File: src/rtl/pool_pkg.sv
// Shared constants, FSM state type and frame-size helpers for the pooling
// result serializer.
package pool_pkg;

  localparam int DW = 16;
  localparam int CW = 8;

  localparam int POOL_SHIFT_2X2 = 1;
  localparam int POOL_SHIFT_4X4 = 2;

  typedef enum logic [1:0] {
    IDLE,
    RUN,
    FIN
  } state_t;

  // Pooled outputs per frame: (rows >> k) * (cols >> k); max 15*15 fits in CW bits.
  function automatic logic [CW-1:0] frame_words(input logic [4:0] s1,
                                                input logic [4:0] s2,
                                                input logic       sel);
    logic [4:0] r;
    logic [4:0] c;
    logic [9:0] p;
    r = sel ? (s1 >> POOL_SHIFT_4X4) : (s1 >> POOL_SHIFT_2X2);
    c = sel ? (s2 >> POOL_SHIFT_4X4) : (s2 >> POOL_SHIFT_2X2);
    p = 10'(r) * 10'(c);
    return p[CW-1:0];
  endfunction

  function automatic logic [CW-1:0] frame_groups(input logic [CW-1:0] n);
    logic [CW:0] t;
    t = {1'b0, n} + (CW+1)'(3);
    return {1'b0, t[CW:2]};
  endfunction

  function automatic logic [2:0] last_group_lanes(input logic [CW-1:0] n);
    return (n[1:0] == 2'b00) ? 3'd4 : {1'b0, n[1:0]};
  endfunction

endpackage

File: src/rtl/pool_group_fifo.sv
// Two-slot ping-pong buffer holding one four-lane pooling group per slot.
// The full flag is registered from the next occupancy so it is glitch-free.
module pool_group_fifo
  import pool_pkg::*;
(
  input  logic            clk,
  input  logic            rst_fsm,
  input  logic            flush,
  input  logic            wr_en,
  input  logic [4*DW-1:0] wr_data,
  input  logic            rd_en,
  output logic [4*DW-1:0] rd_data,
  output logic            full,
  output logic            empty
);

  logic [4*DW-1:0] slot_q [2];
  logic            wr_ptr;
  logic            rd_ptr;
  logic [1:0]      count;
  logic [1:0]      count_next;
  logic            full_q;
  logic            do_wr;
  logic            do_rd;

  assign do_wr = wr_en && !full_q;
  assign do_rd = rd_en && (count != 2'd0);

  always_comb begin
    count_next = count;
    case ({do_wr, do_rd})
      2'b10:   count_next = count + 2'd1;
      2'b01:   count_next = count - 2'd1;
      default: count_next = count;
    endcase
  end

  always_ff @(posedge clk) begin
    if (rst_fsm || flush) begin
      wr_ptr <= 1'b0;
      rd_ptr <= 1'b0;
      count  <= 2'd0;
      full_q <= 1'b0;
    end else begin
      if (do_wr) wr_ptr <= ~wr_ptr;
      if (do_rd) rd_ptr <= ~rd_ptr;
      count  <= count_next;
      full_q <= (count_next == 2'd2);
    end
  end

  // Slot payload needs no reset: it is only observed while the slot is occupied.
  always_ff @(posedge clk) begin
    if (do_wr) slot_q[wr_ptr] <= wr_data;
  end

  assign rd_data = slot_q[rd_ptr];
  assign full    = full_q;
  assign empty   = (count == 2'd0);

endmodule

File: src/rtl/pool_result_serializer.sv
// Serialises the four parallel pooling results into one valid/ready word
// stream, tracking frame length, last word and sticky overflow.
module pool_result_serializer
  import pool_pkg::*;
(
  input  logic          clk,
  input  logic          rst_fsm,
  input  logic          start,
  input  logic [4:0]    size_1,
  input  logic [4:0]    size_2,
  input  logic          pool_sel,
  input  logic          en,
  input  logic [DW-1:0] o_pool_1,
  input  logic [DW-1:0] o_pool_2,
  input  logic [DW-1:0] o_pool_3,
  input  logic [DW-1:0] o_pool_4,
  output logic          stall,
  output logic [DW-1:0] m_data,
  output logic          m_valid,
  input  logic          m_ready,
  output logic          m_last,
  output logic [CW-1:0] m_idx,
  output logic          busy,
  output logic          done,
  output logic          overflow
);

  state_t          state;
  state_t          state_next;
  logic [CW-1:0]   words_calc;
  logic [CW-1:0]   n_words;
  logic [CW-1:0]   n_groups;
  logic [2:0]      last_lanes;
  logic [CW-1:0]   groups_in;
  logic [CW-1:0]   groups_out;
  logic [1:0]      lane_idx;
  logic [2:0]      lanes_cur;
  logic            start_ok;
  logic            capture;
  logic            xfer;
  logic            lane_end;
  logic            last_group;
  logic [4*DW-1:0] head;
  logic            fifo_full;
  logic            fifo_empty;

  assign words_calc = frame_words(size_1, size_2, pool_sel);
  assign start_ok   = (state == IDLE) && start;
  assign capture    = en && !fifo_full && (state == RUN) && (groups_in < n_groups);
  assign m_valid    = (state == RUN) && !fifo_empty;
  assign xfer       = m_valid && m_ready;
  assign last_group = (groups_out == n_groups - CW'(1));
  assign lanes_cur  = last_group ? last_lanes : 3'd4;
  assign lane_end   = ({1'b0, lane_idx} == lanes_cur - 3'd1);
  assign m_last     = m_valid && (m_idx == n_words - CW'(1));
  assign stall      = fifo_full;
  assign busy       = (state == RUN);
  assign done       = (state == FIN);

  pool_group_fifo u_fifo (
    .clk     (clk),
    .rst_fsm (rst_fsm),
    .flush   (start_ok),
    .wr_en   (capture),
    .wr_data ({o_pool_4, o_pool_3, o_pool_2, o_pool_1}),
    .rd_en   (xfer && lane_end),
    .rd_data (head),
    .full    (fifo_full),
    .empty   (fifo_empty)
  );

  always_ff @(posedge clk) begin
    if (rst_fsm) state <= IDLE;
    else         state <= state_next;
  end

  // An empty frame skips RUN so done still pulses exactly once.
  always_comb begin
    state_next = state;
    case (state)
      IDLE: if (start) state_next = (words_calc == '0) ? FIN : RUN;
      RUN:  if (xfer && m_last) state_next = FIN;
      FIN:  state_next = IDLE;
      default: state_next = IDLE;
    endcase
  end

  always_ff @(posedge clk) begin
    if (rst_fsm) begin
      n_words    <= '0;
      n_groups   <= '0;
      last_lanes <= 3'd0;
      groups_in  <= '0;
      groups_out <= '0;
      lane_idx   <= 2'd0;
      m_idx      <= '0;
      overflow   <= 1'b0;
    end else if (start_ok) begin
      n_words    <= words_calc;
      n_groups   <= frame_groups(words_calc);
      last_lanes <= last_group_lanes(words_calc);
      groups_in  <= '0;
      groups_out <= '0;
      lane_idx   <= 2'd0;
      m_idx      <= '0;
      overflow   <= 1'b0;
    end else begin
      if (capture) groups_in <= groups_in + CW'(1);
      if (en && !capture) overflow <= 1'b1;
      if (xfer) begin
        m_idx <= m_idx + CW'(1);
        if (lane_end) begin
          lane_idx   <= 2'd0;
          groups_out <= groups_out + CW'(1);
        end else begin
          lane_idx <= lane_idx + 2'd1;
        end
      end
    end
  end

  always_comb begin
    m_data = '0;
    if (m_valid) begin
      case (lane_idx)
        2'd0:    m_data = head[0*DW +: DW];
        2'd1:    m_data = head[1*DW +: DW];
        2'd2:    m_data = head[2*DW +: DW];
        default: m_data = head[3*DW +: DW];
      endcase
    end
  end

endmodule

File: config.mk
export PLATFORM = sky130hd
export DESIGN_NAME = pool_result_serializer
export DESIGN_NICKNAME = d
export VERILOG_FILES = /design/src/rtl/pool_pkg.sv /design/src/rtl/pool_group_fifo.sv /design/src/rtl/pool_result_serializer.sv
export SDC_FILE = /design/constraint.sdc
export NUM_CORES = 1
export LEC_CHECK = 0
export CORE_AREA = 2 2 131 133
export DETAILED_ROUTE_END_ITERATION = 10
export DIE_AREA = 0 0 133 135
export PLACE_DENSITY = 0.84
export SLEW_MARGIN = 20
export SYNTH_ARGS = -nofsm -noshare
export SYNTH_HDL_FRONTEND = slang
export SYNTH_SLANG_ARGS = --single-unit
File: constraint.sdc
create_clock -name clk -period 7 [get_ports clk]
set_input_delay 1.05 -clock clk [delete_from_list [all_inputs] [get_ports clk]]
set_output_delay 1.05 -clock clk [all_outputs]
set_load 0.005 [all_outputs]
Yosys cells after proc, flatten, opt, wreduce, memory -nomap -nowiden. Memories as Yosys holds them, arrays and structs flattened. A register that Yosys moved wholly into a read port is not among the register bits. Cells that the tools add are included.

Add/sub/neg operators: 10. Multipliers: 1. Magnitude comparators: 1. Equality and inequality tests: 12. Mux-type cells: 16. Bitwise gates (word level): 2. Reductions and logical operators: 25.

Operators with widths (number): case mux 16 bit (3 select lines) (1); adder 8 x 1 -> 8 bit, second input constant (3); equality test 8 bit (2); 2-to-1 mux 16 bit (1); logical AND 1 bit (12); adder 8 x 2 -> 9 bit, second input constant (1); equality test 2 bit, second input constant (4); logical NOT 2 bit (4); logical NOT 8 bit (1); less-than comparator 8 x 7 -> 1 bit (1); multiplier 4 x 4 -> 8 bit (1); 2-to-1 mux 2 bit (4); 2-to-1 mux 4 bit (2); case mux 2 bit (2 select lines) (2); subtractor 7 x 1 -> 8 bit, second input constant (1); subtractor 8 x 1 -> 8 bit, second input constant (1); equality test 2 x 1 -> 1 bit, second input constant (3); 2-to-1 mux 3 bit (2); adder 2 x 1 -> 2 bit, second input constant (2); 2-to-1 mux 1 bit (4); AND reduction 2 bit (2); equality test 2 x 3 -> 1 bit (1); logical NOT 1 bit (3); subtractor 3 x 1 -> 3 bit, second input constant (1); 7 further kinds (8).

Register bits after elaboration: 52. RAM bits: 128. Bits of input ports: 80. Output and inout port bits: 30. Logic and storage cells: 81. Memories kept: 1.

Memory list: u_fifo.slot_q (words 2, bits a word 64, rd ports 1, clocked after memory_dff 1, write ports 1, RTL line pool_group_fifo.sv:17) `logic [4*DW-1:0] slot_q [2];`.

Logic depth before layout (Yosys ltp). Gate-level depths: netlist (run 1).

Depth after elaboration: 10. Gate-level depth with buffers: 19. Gate-level depth less buffers: 19.

Cells and area by module. Synthesis (run 1) repeated with hierarchy kept, for this count alone.

Cells, all modules: 725. Area, all modules: 8672.1 sq um.

By module, submodules not included: pool_group_fifo (times used 1, cells each 229, area each 4878.4 sq um, seq. area each 3963.8 sq um); pool_result_serializer (times used 1, cells each 496, area each 3793.6 sq um, seq. area each 920.9 sq um).

Worst setup path after synthesis (run 1). OpenSTA, ideal clock, no wires.

Path kind: register to register. Start: register n_groups[1]. End: memory u_fifo.slot_q[0][0] (netlist name), enable pin. Setup time: 0.487 ns. Arrival time: 4.571 ns. Data required time: 6.513 ns. Path slack: 1.943 ns. Cell stages (with the launch flop): 10. Buffers on the path: 1. Clock period less this slack: 5.057 ns. Cells stage by stage: dfxtp_1 inv_1 ha_1 a21o_1 a21o_1 a21o_1 a211oi_1 o21ai_0 clkbuf_1 nor2_1.

Cells in the longest elaborated chain, start to end: 5.

RTL lines: start: declaration (RTL line pool_result_serializer.sv:32) `logic [CW-1:0] n_groups;`; start signal: assignment (RTL line pool_result_serializer.sv:100) `n_groups <= frame_groups(words_calc);`; less-than comparator 8 x 7 -> 1 bit (RTL line pool_result_serializer.sv:49) `assign capture = en && !fifo_full && (state == RUN) && (groups_in < n_groups);`; logical AND 1 bit (RTL line pool_result_serializer.sv:49); logical AND 1 bit (RTL line pool_group_fifo.sv:26) `assign do_wr = wr_en && !full_q;`; 2-to-1 mux 1 bit (RTL line pool_group_fifo.sv:54) `if (do_wr) slot_q[wr_ptr] <= wr_data;`; 2-to-1 mux 1 bit (implied by the code) (RTL line pool_group_fifo.sv:54); end: declaration (RTL line pool_group_fifo.sv:17).

Every way passes these cells.

Final worst setup path (run 1).
Start: input port pool_sel. End: register state[1].

Cells in the longest elaborated chain, start to end: 6. Elaborated cells on any way between the ends: 7. Classes of those cells: mul: 1; mux: 5; reduce/logical: 1.

RTL lines: start: declaration (RTL line pool_result_serializer.sv:11) `input logic pool_sel,`; 2-to-1 mux 4 bit, on equally long branches (RTL line pool_pkg.sv:24, pool_pkg.sv:25); multiplier 4 x 4 -> 8 bit (*) (RTL line pool_pkg.sv:26) `p = 10'(r) * 10'(c);`; logical NOT 8 bit (*) (RTL line pool_result_serializer.sv:81) `IDLE: if (start) state_next = (words_calc == '0) ? FIN : RUN;`; 2-to-1 mux 2 bit (*) (2 in series) (RTL line pool_result_serializer.sv:81); case mux 2 bit (2 select lines) (*) (RTL line pool_result_serializer.sv:80) `case (state)`; end signal: assignment (RTL line pool_result_serializer.sv:74) `else state <= state_next;`; end: declaration (RTL line pool_result_serializer.sv:28) `state_t state;`.

Mark *: on every way between the ends. The rest lies on a longest branch, timed or not. The select of a mux whose other input is x is not followed. A chain may end at the register's enable or synchronous reset.

==> results.py, run 1 <==
metrics = {
    "critical_path": {
        "reg2reg_from": "n_groups[0]",
        "crit_end": "state[1]",
        "end_kind": "flip-flop",
        "worstPathArrival_ns": 5.04,
        "r2r_cells": 18,
        "cp-start-kind": "input pin",
        "startpoint": "pool_sel",
        "critPathMaxFanout": 18,
        "reg2reg_to": "u_fifo.full",
        "cp_data_required_time_ns": 7.33,
        "ff2ff_setup_slack_ns": 3.23,
        "worstSetupPathType": "in -> reg",
    },
    "clock_network": {
        "clkTransAtPathRegs_ns": 0.07,
        "cts_tree": "built",
        "cts.htree.levels": 4,
        "post_cts.repair.setup_buffers": 0,
        "clock_tree.root_cell": "clkbuf_16",
        "holdBufCountCts": 0,
        "clockBufferDepth": 2,
        "clkSinkCount": 180,
        "cts_made_buffers": 17,
        "clk-insertion-delay-late_ns": 0.43,
        "post_cts_resized": 0,
    },
    "floorplanning": {
        "dieArea_um2": 18000,
        "core_area_um2": 16400,
        "start_util": 0.497,
        "ios": 110,
        "rows": 47,
        "die_x_um": 133,
        "dieHeight_um": 135,
    },
    "logic_synthesis": {
        "synth_seq_cells": 180,
        "ys.flop_type": "edfxtp_1",
        "synth_edf_count": 128,
        "synthMuxAreaShare": 0.0482,
        "syn_nets": 767,
        "synthArstFlopShare": 0,
        "synth_top_family_by_area": "simple AND/OR/NAND/NOR gates",
        "yosysSeqAreaShare": 0.599,
        "netlist_area_um2": 8150,
        "synth_fa_ha_area_frac": 0.0543,
        "syn_inst": 654,
        "syn_avg_cell_area_um2": 12.5,
        "synth-simple-area-share": 0.107,
        "synth-compound-area-share": 0.0985,
        "ys_warn_count": 0,
        "synth-xor-area-share": 0.0548,
        "synth_cell_types": 56,
    },
    "cells_and_area": {
        "final_layout_size_suffix_gt1_frac": 0.0868,
        "layout.nets": 873,
        "layout-area-overhead-vs-synth_pct": 23.5,
        "final_cell_area_um2": 10100,
        "final_core_util": 0.614,
        "num_antenna_cells": 0,
        "fin_cells": 992,
    },
    "placed_design": {
        "hpwl_mm": 11.1,
        "io_buffers": 107,
        "dp_slack_ns": 1.82,
        "gp_congestion": 0.832,
        "placedCellCount": 961,
        "placed_area_um2": 9470,
    },
    "timing": {
        "slew_headroom": 0.308,
        "fmax_mhz": 212,
        "worstMarginPinSlew_ns": 1.04,
        "period_needed_ns": 4.71,
        "drv_slew": 0,
        "min_period_over_period": 0.673,
        "fin_setup_tns_ns": 0,
        "rsz0062_at_grt": "false",
        "final_hold_viol_count": 0,
        "skew_ns": 0.0152,
        "setup_ws_ns": 2.29,
        "setup_viol": 0,
    },
    "routing": {
        "dr.pass1.iters": 5,
        "wl_mm": 17.0,
        "postRouteAntennaNets": 0,
        "drt_iter0_drc": 520,
        "route.detailed.drc": 0,
        "wire_per_inst_um": 17.1,
        "avgViaCountPerCell": 5.50,
        "vias": 5456,
    },
    "power": {
        "power.density_nw_per_um2": 240,
        "leakage_nw": 3.62,
        "ir_drop_v": 0.000186,
    },
    "worst_hold_path": {
        "hold_path_class": "reg -> reg",
    },
    "flow_run": {
        "cap_violations": 0,
    },
    "global_routing": {
        "grt_overflow": 0,
        "antenna_found_initial": 0,
        "grt_pass1_vias": 5494,
        "grt_usage": 0.196,
        "grt_max_degree": 65,
        "grt_pass1_wl_mm": 27.4,
    },
    "run_status": {
        "status": "finished clean",
    },
}
## report_power, final
part	switching [W]	leakage, nW	internal (W)
sequential	0.0000253	1.58	0.00118
clock	0.000427	0.291	0.000507
combinational	0.000142	1.75	0.000134
## sequential cells by signal, summed over array words and instances (netlist names), named ones only
| name | count |
|---|---|
| m_idx | 8 |
| u_fifo.wr_ptr | 1 |
| groups_in | 8 |
| lane_idx | 2 |
| n_groups | 7 |
| u_fifo.full | 1 |
| groups_out | 8 |
| state | 2 |
| u_fifo.slot_q | 128 |
| n_words | 8 |
| u_fifo.rd_ptr | 1 |
| last_lanes | 2 |
| overflow | 1 |
| u_fifo.count | 2 |
## routing by layer
metal  vias up  track usage  part of all wire
li1       2636            -                 -
met1      2642        0.249              0.43
met2       161        0.338              0.50
met3        17       0.0375             0.052
met4         0       0.0699             0.015
met5         -            0                 0
## cell families after synthesis
family	Yosys count
buffers and inverters	83
DFF	180
xor gates and xnor gates	51
AOI/OAI and AO/OA	106
muxes	18
adders and majority gates	33
and+or+nand+nor	183
## placed cells by master, fill, tap and decap left out, types with 6 or more instances in the layout
| cell | Yosys | layout |
|---|---|---|
| edfxtp_1 | 128 | 128 |
| clkdlybuf4s50_1 | 0 | 107 |
| nor2_1 | 60 | 58 |
| inv_1 | 54 | 54 |
| dfxtp_1 | 52 | 52 |
| nand2_1 | 46 | 46 |
| a222oi_1 | 32 | 32 |
| xnor2_1 | 30 | 30 |
| ha_1 | 29 | 29 |
| a21oi_1 | 25 | 25 |
| xor2_1 | 21 | 21 |
| nand3_1 | 20 | 20 |
| clkbuf_16 | 0 | 17 |
| mux4_2 | 16 | 16 |
| o21ai_0 | 14 | 13 |
| and2_1 | 8 | 9 |
| buf_4 | 0 | 9 |
| a211oi_1 | 8 | 8 |
| nand4_1 | 7 | 7 |
| and3_1 | 6 | 6 |
| nor3_1 | 6 | 6 |
## layout make-up
class	instances	area [um2]
Inverter	54	203
Multi-Input combinational cell	391	2970
Clock inverter	14	170
Sequential cell	180	4880
Clock buffer	17	425
Timing Repair Buffer	116	1140
Fill cell	1246	6340
Tap cell	220	275
## worst max-delay path, stage by stage
cell             delay [ns]
clkdlybuf4s50_1        0.78
nor2_1                 0.10
a31oi_1                0.22
fa_1                   0.48
fa_1                   0.54
inv_1                  0.07
ha_1                   0.30
a21o_1                 0.16
a21oi_1                0.21
o21bai_1               0.09
a21oi_1                0.17
xnor2_1                0.16
nor4_1                 0.42
a21oi_1                0.12
nor4_1                 0.17
## metrics by stage
step / hold slack (ns) / power, W
detailed placement: 0.461 / 0.00151
global route: 0.499 / 0.00251
CTS: 0.476 / 0.00244
floorplan: 0.430 / 0.00140
global placement: 0.451 / 0.00150
finish: 0.472 / 0.00242
## cells in the mapped netlist (4+ instances only)
cell type,n,area share
a211oi_1,8,0.0074
a21o_1,4,0.0037
a21oi_1,25,0.015
a222oi_1,32,0.039
and2_1,8,0.0061
and3_1,6,0.0046
clkbuf_1,24,0.011
dfxtp_1,52,0.13
edfxtp_1,128,0.47
fa_1,4,0.0098
ha_1,29,0.044
inv_1,54,0.025
mux4_2,16,0.044
nand2_1,46,0.021
nand3_1,20,0.012
nand4_1,7,0.0054
nor2_1,60,0.028
nor2b_1,4,0.0031
nor3_1,6,0.0037
nor4_1,5,0.0038
o21ai_0,14,0.0086
or3_1,5,0.0038
xnor2_1,30,0.032
xor2_1,21,0.023
## worst min path at each step
| stage | start | endpoint | slack [ns] | cells after the start |
|---|---|---|---|---|
| after CTS | last_lanes[1] | last_lanes[1] | 0.48 | 2 |
| after global placement | overflow | overflow | 0.45 | 2 |
| after detailed placement | last_lanes[1] | last_lanes[1] | 0.46 | 2 |
| after floorplan | state[1] | state[1] | 0.43 | 1 |
| after global routing | n_words[7] | n_words[7] | 0.50 | 2 |
| final | state[1] | state[1] | 0.47 | 1 |
No activity file was read; power rests on OpenSTA's default activity.
==> run 2: changes to the inputs <==
clock period = 4.7 ns   (was 7 ns; I/O delays follow)
==> run 2 against run 1 <==
Cell count increased by 0.30%. Global-route usage increased by 0.27 points. Die area unchanged. Critical endpoint unchanged. Largest cell class unchanged.
==> results.py, run 2 (synthesized netlist as in run 1, its figures left out) <==
metrics = {
    "critical_path": {
        "reg2reg_from": "n_groups[0]",
        "reg2reg_to": "u_fifo.full",
        "end_kind": "flip-flop",
        "crit_slowest_cell": "clkdlybuf4s50_1",
        "r2r_cells": 18,
        "slowest_delay_ns": 0.63,
        "critPathMaxFanout": 9,
        "cp_common_cell": "a21oi_1",
        "worstSetupPathType": "in -> reg",
        "ff2ff_setup_slack_ns": 0.93,
        "cp_data_required_time_ns": 5.03,
        "startpoint": "pool_sel",
        "cp-start-kind": "input pin",
        "cp_num_buf_inv": 2,
        "worstPathArrival_ns": 4.49,
        "crit_family": "adder cells",
        "crit_chain": "clkdlybuf4s50_1 -> nor2_1 -> a31oi_1 -> fa_1 -> fa_1 -> inv_1 -> ha_1 -> a21o_1 -> a21oi_1 -> o21bai_1 -> a21oi_1 -> xnor2_1 -> nor4_1 -> a21oi_1 -> nor4_1",
    },
    "timing": {
        "rsz0062_at_grt": "false",
        "fmax_mhz": 240,
        "final_hold_viol_count": 0,
        "min_period_over_period": 0.885,
        "setup_viol": 0,
        "skew_ns": 0.00933,
        "setup_ws_ns": 0.541,
        "drv_slew": 0,
        "slew_headroom": 0.306,
        "worstMarginPinSlew_ns": 1.04,
        "period_needed_ns": 4.16,
    },
    "global_routing": {
        "grt_pass1_vias": 5571,
        "grt_usage": 0.199,
        "antenna_found_initial": 1,
        "grt_overflow": 0,
        "grt_pass1_wl_mm": 27.9,
        "grt_max_degree": 65,
    },
    "cells_and_area": {
        "top_register": "u_fifo.slot_q",
        "final_layout_size_suffix_gt1_frac": 0.0890,
        "layout-area-overhead-vs-synth_pct": 23.5,
        "final_common_cell": "edfxtp_1",
        "num_antenna_cells": 0,
        "layout.nets": 875,
        "largest_reg_flops": 128,
        "layout_common_cells": "128 x edfxtp_1, 107 x clkdlybuf4s50_1, 58 x nor2_1",
    },
    "routing": {
        "drt_iter0_drc": 355,
        "wl_mm": 17.3,
        "wire_per_inst_um": 17.4,
        "vias": 5522,
        "postRouteAntennaNets": 0,
        "avgViaCountPerCell": 5.55,
        "route.detailed.drc": 0,
        "dr.pass1.iters": 5,
    },
    "worst_hold_path": {
        "hold_end": "state[1]",
        "hold_path_depth": 1,
        "hold_path_class": "reg -> reg",
        "min_from": "state[1]",
    },
    "clock_network": {
        "clockBufferDepth": 2,
        "clock_tree.root_cell": "clkbuf_16",
        "cts.htree.levels": 4,
        "post_cts.repair.setup_buffers": 0,
        "holdBufCountCts": 0,
        "clk-insertion-delay-late_ns": 0.42,
        "cts_made_buffers": 17,
        "clkSinkCount": 180,
        "cts_tree": "built",
        "clkTransAtPathRegs_ns": 0.07,
        "post_cts_resized": 0,
    },
    "power": {
        "p_total_w": 0.00357,
        "power.density_nw_per_um2": 355,
        "ir_drop_v": 0.000256,
        "leakage_nw": 3.63,
    },
    "floorplanning": {
        "die_x_um": 133,
        "dieHeight_um": 135,
        "dieArea_um2": 18000,
        "rows": 47,
        "ios": 110,
        "start_util": 0.497,
        "core_area_um2": 16400,
    },
    "placed_design": {
        "dp_slack_ns": 0.103,
        "gp_congestion": 0.828,
        "io_buffers": 107,
        "hpwl_mm": 11.4,
    },
    "run_status": {
        "status": "finished clean",
    },
    "flow_run": {
        "cap_violations": 0,
    },
}
[run 2: worst max path at each step]
stage	cells past startpoint	end	slack, ns
CTS	15	state[1]	0.54
global route	15	state[1]	0.17
detailed placement	15	state[1]	0.10
global placement	15	state[1]	0.19
finish	15	state[1]	0.54
floorplan	9	u_fifo.slot_q[0][0]	-0.36
[run 2: final cells by class]
class,instances,area (um2)
multi-input cells,391,2970
clock inverters,13,144
clock buffers,19,443
flip-flops and latches,180,4880
inverters,54,203
fillers,1256,6330
repair buffers,118,1150
well taps,220,275
[run 2: stage by stage]
stage / cells / setup TNS, ns / hold WS, ns / area [um2] / util
global route: 995 / 0 / 0.480 / 10100 / 0.614
CTS: 995 / 0 / 0.463 / 10100 / 0.614
detailed placement: 963 / 0 / 0.449 / 9490 / 0.578
floorplan: 654 / -45.73 / 0.430 / 8150 / -
global placement: 963 / 0 / 0.446 / 9490 / 0.578
finish: 995 / 0 / 0.462 / 10100 / 0.614
[run 2: per-layer routing]
| metal | track usage | vias up | part of all wire |
|---|---|---|---|
| li1 | - | 2650 | - |
| met1 | 0.251 | 2688 | 0.43 |
| met2 | 0.341 | 165 | 0.50 |
| met3 | 0.0383 | 19 | 0.048 |
| met4 | 0.0777 | 0 | 0.019 |
| met5 | 0 | - | 0 |
[run 2: worst reg2reg max path, delay by kind of cell, from the launching register on]
family / cells / cell delay (ns)
XOR/XNOR: 2 / 0.27
buffers and inverters: 2 / 0.26
AO/OA/AOI/OAI: 4 / 0.69
flip-flops: 1 / 0.45
adder cells (fa/ha/maj): 3 / 0.91
AND/OR/NAND/NOR: 6 / 0.72
multiplexers: 1 / 0.37
[run 2: where the power goes]
part | switching (W) | leakage (nW) | internal, W
Combinational | 0.000213 | 1.76 | 0.000202
Clock | 0.000639 | 0.286 | 0.000721
Sequential | 0.0000364 | 1.58 | 0.00176
